File: config.mk
export PLATFORM = sky130hd
export DESIGN_NAME = bcd_score_sched
export DESIGN_NICKNAME = d
export VERILOG_FILES = /design/src/rtl/score_pkg.sv /design/src/rtl/bcd_score_sched_dd_engine.sv /design/src/rtl/bcd_score_sched.sv
export SDC_FILE = /design/constraint.sdc
export NUM_CORES = 1
export LEC_CHECK = 0
export ABC_CLOCK_PERIOD_IN_PS = 2300
export CORE_MARGIN = 4
export CORE_UTILIZATION = 40
export CTS_CLUSTER_SIZE = 40
export DETAILED_ROUTE_END_ITERATION = 6
export PLACE_DENSITY = 0.73
export SETUP_SLACK_MARGIN = 0.2
export SLEW_MARGIN = 20
export SYNTH_ARGS = -nofsm -noshare
export SYNTH_HDL_FRONTEND = slang
export SYNTH_SLANG_ARGS = --single-unit
File: constraint.sdc
create_clock -name clk -period 2.3 [get_ports clk]
set_input_delay 0.69 -clock clk [delete_from_list [all_inputs] [get_ports clk]]
set_output_delay 0.69 -clock clk [all_outputs]
set_load 0.01 [all_outputs]
File: src/rtl/score_pkg.sv
// Shared constants and FSM encoding for the BCD score conversion scheduler.
package score_pkg;

  localparam int W      = 32;
  localparam int DIGITS = 8;
  localparam int ACC_W  = 40;

  localparam logic [4*DIGITS-1:0] SAT_BCD = 32'h9999_9999;

  typedef enum logic [1:0] {
    IDLE,
    SHIFT,
    STORE
  } state_t;

endpackage

File: src/rtl/bcd_score_sched_dd_engine.sv
// Serial double-dabble engine: one add-3-then-shift step per enabled cycle.
module dd_engine
  import score_pkg::*;
(
  input  logic             clk,
  input  logic             rst_n,
  input  logic             start,
  input  logic             step,
  input  logic             bit_in,
  output logic [ACC_W-1:0] acc
);

  logic [ACC_W-1:0] adjusted;

  always_comb begin
    adjusted = acc;
    for (int d = 0; d < ACC_W / 4; d++) begin
      if (acc[d*4 +: 4] >= 4'd5) begin
        adjusted[d*4 +: 4] = acc[d*4 +: 4] + 4'd3;
      end
    end
  end

  // The top adjusted bit falls off the shift; 40 bits already cover 2^32-1.
  always_ff @(posedge clk or negedge rst_n) begin
    if (!rst_n) begin
      acc <= '0;
    end else if (start) begin
      acc <= '0;
    end else if (step) begin
      acc <= ACC_W'({adjusted, bit_in});
    end
  end

endmodule

File: src/rtl/bcd_score_sched.sv
// Round-robin scheduler sharing one double-dabble engine across score requesters.
module bcd_score_sched
  import score_pkg::*;
#(
  parameter int N_REQ = 3
) (
  input  logic                      clk,
  input  logic                      rst_n,
  input  logic [N_REQ-1:0]          req,
  input  logic [N_REQ*W-1:0]        value,
  output logic [N_REQ-1:0]          ack,
  output logic [N_REQ*4*DIGITS-1:0] bcd,
  output logic [N_REQ-1:0]          valid,
  output logic [N_REQ-1:0]          ovf,
  output logic                      busy
);

  localparam int SLOT_W = (N_REQ > 1) ? $clog2(N_REQ) : 1;
  localparam int CNT_W  = $clog2(W);

  state_t              state;
  state_t              next_state;
  logic [SLOT_W-1:0]   ptr;
  logic [SLOT_W-1:0]   slot;
  logic [SLOT_W-1:0]   grant_slot;
  logic                grant_found;
  logic [N_REQ-1:0]    eligible;
  logic [CNT_W-1:0]    count;
  logic [W-1:0]        src;
  logic                start;
  logic                step;
  logic [ACC_W-1:0]    acc;
  logic [4*DIGITS-1:0] result [N_REQ];

  // A slot being acked this cycle is masked so it cannot be granted twice.
  assign eligible = req & ~ack;

  always_comb begin
    int idx;
    idx         = 0;
    grant_found = 1'b0;
    grant_slot  = '0;
    for (int i = 1; i <= N_REQ; i++) begin
      idx = (int'(ptr) + i) % N_REQ;
      if (!grant_found && eligible[idx]) begin
        grant_found = 1'b1;
        grant_slot  = SLOT_W'(idx);
      end
    end
  end

  always_comb begin
    next_state = state;
    start      = 1'b0;
    step       = 1'b0;
    case (state)
      IDLE: begin
        if (grant_found) begin
          next_state = SHIFT;
          start      = 1'b1;
        end
      end
      SHIFT: begin
        step = 1'b1;
        if (count == '0) begin
          next_state = STORE;
        end
      end
      STORE:   next_state = IDLE;
      default: next_state = IDLE;
    endcase
  end

  always_ff @(posedge clk or negedge rst_n) begin
    if (!rst_n) begin
      state <= IDLE;
    end else begin
      state <= next_state;
    end
  end

  always_ff @(posedge clk or negedge rst_n) begin
    if (!rst_n) begin
      ptr   <= SLOT_W'(N_REQ - 1);
      slot  <= '0;
      count <= '0;
      src   <= '0;
      busy  <= 1'b0;
      ack   <= '0;
      valid <= '0;
      ovf   <= '0;
      for (int i = 0; i < N_REQ; i++) begin
        result[i] <= '0;
      end
    end else begin
      busy <= (next_state != IDLE);
      ack  <= '0;
      if (start) begin
        src   <= value[int'(grant_slot)*W +: W];
        count <= CNT_W'(W - 1);
        ptr   <= grant_slot;
        slot  <= grant_slot;
      end else if (step) begin
        count <= count - 1'b1;
      end
      // Anything in the upper two digits cannot be shown on eight digits.
      if (state == STORE) begin
        if (acc[ACC_W-1:4*DIGITS] != '0) begin
          result[slot] <= SAT_BCD;
          ovf[slot]    <= 1'b1;
        end else begin
          result[slot] <= acc[4*DIGITS-1:0];
          ovf[slot]    <= 1'b0;
        end
        valid[slot] <= 1'b1;
        ack[slot]   <= 1'b1;
      end
    end
  end

  dd_engine u_engine (
    .clk    (clk),
    .rst_n  (rst_n),
    .start  (start),
    .step   (step),
    .bit_in (src[count]),
    .acc    (acc)
  );

  for (genvar g = 0; g < N_REQ; g++) begin : g_bcd
    assign bcd[g*4*DIGITS +: 4*DIGITS] = result[g];
  end

endmodule

==> run_results.csv <==
group,metric,value,unit
synth,ys.flop_type,"dfrtp_1",
clock_network,cts_tree,"yes",
global_routing,grt_overflow,0,
setup_path,cp_slowest_cell,"dfstp_2",
die,die_h,159,µm
global_routing,grt_pass1_vias,7936,
detailed_routing,first_pass_iters,5,
run,maxCapViolCount,0,
synth,ys_warn_count,0,
clock_network,cts_sinks,188,
global_routing,antenna_found_initial,0,
global_routing,grt_usage,0.190,
sta,hold_viol,0,
synth,netlist_instances,920,
synth,yosysSeqAreaShare,0.513,
setup_path,crit_path_start_kind,"flip-flop",
die,rows,55,
setup_path,crit_chain,"ha_4, or3b_4, buf_4, a2bb2oi_4, nor2_2, nand4b_1, buf_6, buf_12, o221ai_1",
finish,regArea,4710,µm²
sta,slew_viol_final,0,
setup_path,crit_family,"simple AND/OR/NAND/NOR gates",
die,dieWidth,159,µm
setup_path,worst_ep_required_time,2.65,ns
detailed_routing,drc_errors,0,
die,dieArea,25400,µm²
power_and_ir_drop,p_leak,0.00563,µW
synth,syn_area,9170,µm²
hold_path,hold_path.class,"primary input to async pin",
clock_network,cts.clk_slew.worst_paths,0.07,ns
finish,syn2layout_area_growth,39.0,%
synth,syn-num-nets,1048,
clock_network,cts_buffers,17,
synth,post-synth-top-count-cell,"dfrtp_1",
setup_path,max_stage_delay,0.58,ns
detailed_routing,finalWirelength,24100,µm
power_and_ir_drop,powerDensity,1130,nW/µm²
sta,tightest_slew,0.646,ns
finish,n_antenna_cell,0,
placed_design,dp_hpwl,16800,µm
power_and_ir_drop,peakVddDrop,0.438,mV
placed_design,dp.cells,1395,
sta,slew-limit-headroom,0.569,
global_routing,grt_max_degree,69,
power_and_ir_drop,power,14300,µW
finish,fillCellCount,1887,
status,violations,"setup timing",
synth,synth-edff-count,0,
clock_network,insertion_delay,0.43,ns
global_routing,grt_first_pass_wirelength,40100,µm
die,initial_core_util,0.406,
clock_network,postCtsHoldBufs,0,
die,coreArea,22600,µm²
finish,multi_input_area,4110,µm²
placed_design,gp_congestion,0.794,
synth,synth_top_cell_area_share,0.511,
clock_network,htreeDepth,4,
detailed_routing,vias,7605,
sta,layout_min_cycle_time,2.39,ns
setup_path,worstSetupEndpointType,"flip-flop",
synth,synth_area_leaders,"dfrtp_1, o21ai_0, nand2_1",
setup_path,critical_path_buf_inv_count,3,
setup_path,worstPathMaxFanout,16,
setup_path,worst-setup-path-type,"flip-flop to flip-flop",
synth,avgSynthCellArea,9.96,µm²
sta,setup_violations,67,
synth,async_flop_share,1.00,
detailed_routing,antenna_left,0,
sta,fmax,0.418,GHz
synth,synth_top_area_cell,"dfrtp_1",
detailed_routing,drt-vias-per-instance,5.30,
placed_design,port_buffers,206,
sta,fin_skew,0.0116,ns
die,io_pins,207,
synth,synth-seq-cells,188,
finish,stdcell_count,1434,
synth,synthDistinctLibCells,55,
finish,final_nets,1264,
finish,final_layout_size_suffix_gt1_frac,0.149,
detailed_routing,wl_per_cell,16.8,µm
setup_path,critPathArrivalTime,2.74,ns
status,status,"finished, violations left",
clock_network,cts-root-buf,"clkbuf_16",
sta,rsz0062_at_grt,"yes",
synth,yosys-top-cells-count,"dfrtp_1, nand2_1, o21ai_0",
detailed_routing,initialDrtViolationCount,471,
sta,worst_slack,-0.0906,ns
clock_network,clockBufferDepth,2,
sta,finalCritPeriodShare,1.04,
[per-layer routing]
metal,GRT usage,part of all wire,wire (µm)
met1,0.250,0.45,10900
met2,0.319,0.48,11700
met3,0.0399,0.051,1230
met4,0.0521,0.014,344
met5,0,0,0
[per-stage QoR]
step                      setup TNS, ns  setup slack (ns)  hold WS [ns]  utilization  cell area (µm²)
final                             -3.50           -0.0906         0.216        0.564            12700
after global routing             -10.90            -0.199         0.235        0.564            12700
after CTS                         -1.26           -0.0572         0.226        0.561            12700
after detailed placement         -30.10            -0.458         0.456        0.528            11900
after global placement           -26.92            -0.435         0.449        0.528            11900
after floorplan                   -1.22           -0.0408         0.394            -             9300
[worst paths after layout]
path                          start       end  slack, ns  cells past startpoint
max in group asynchronous     rst_n    src[0]       1.46                      2
hold reg to reg            valid[1]  valid[1]       0.47                      1
setup / recovery             ptr[1]    src[0]      -0.09                      9
min in group clk           valid[1]  valid[1]       0.47                      1
setup reg to reg             ptr[1]    src[0]      -0.09                      9
hold / removal                rst_n   bcd[74]       0.22                      1
[where the power goes]
group | internal (µW) | switching, µW | leakage (µW) | total, µW
Sequential | 4160 | 703 | 0.00245 | 4870
Clock | 1680 | 1380 | 0.000298 | 3060
Combinational | 3110 | 3300 | 0.00289 | 6410
[registers in the layout (all words and copies together) (netlist names), named ones only]
name / count
src: 32
slot: 1
ptr: 2
u_engine.acc: 40
busy: 1
valid: 3
count: 5
state: 2
bcd: 96
ack: 3
[worst reg2reg max path, delay by kind of cell, from the launching register on]
| kind | cells | cell delay, ns |
|---|---|---|
| compound gates | 2 | 0.32 |
| fa+ha+maj | 1 | 0.25 |
| simple gates | 3 | 0.68 |
| flops | 1 | 0.58 |
| buf+inv | 3 | 0.49 |
[timing repair]
action | in CTS | in global routing
resized for setup | 16 | 13
pin swaps | 4 | 2
setup buffers | 4 | 1
endpoints found under the setup margin | 84 | 92
gates cloned | 2 | 0
[cell families after synthesis]
logic type               count (synthesis)  synth area share
adder cells (fa/ha/maj)                 27            0.0369
AO/OA/AOI/OAI                          293             0.224
flip-flops                             188             0.513
buffers and inverters                  137            0.0602
multiplexers                            12            0.0242
XOR/XNOR                                22            0.0210
AND/OR/NAND/NOR                        241             0.120
[layout by cell type (no fill, tap or decap), types with 8 or more instances in the layout]
cell type,instances
mux4_2,8
ha_1,25
a21oi_1,11
a22o_1,12
dfrtp_1,184
o21ai_0,152
o32ai_2,8
nand2_1,166
xnor2_1,21
a2bb2oi_1,31
o22ai_1,11
clkdlybuf4s50_1,202
inv_1,69
a31oi_1,10
o221ai_2,30
nor4_1,11
o21ai_1,11
nor2_1,17
buf_4,40
clkbuf_16,17
buf_12,11
nand2b_1,15
[final cells by class]
class,count,area share
Clock buffer,18,0.0345
Clock inverter,14,0.0137
Inverter,72,0.0212
Multi-Input combinational cell,595,0.323
Sequential cell,188,0.370
Tap cell,285,0.0280
Timing Repair Buffer,262,0.210
No activity file was read; power rests on OpenSTA's default activity.
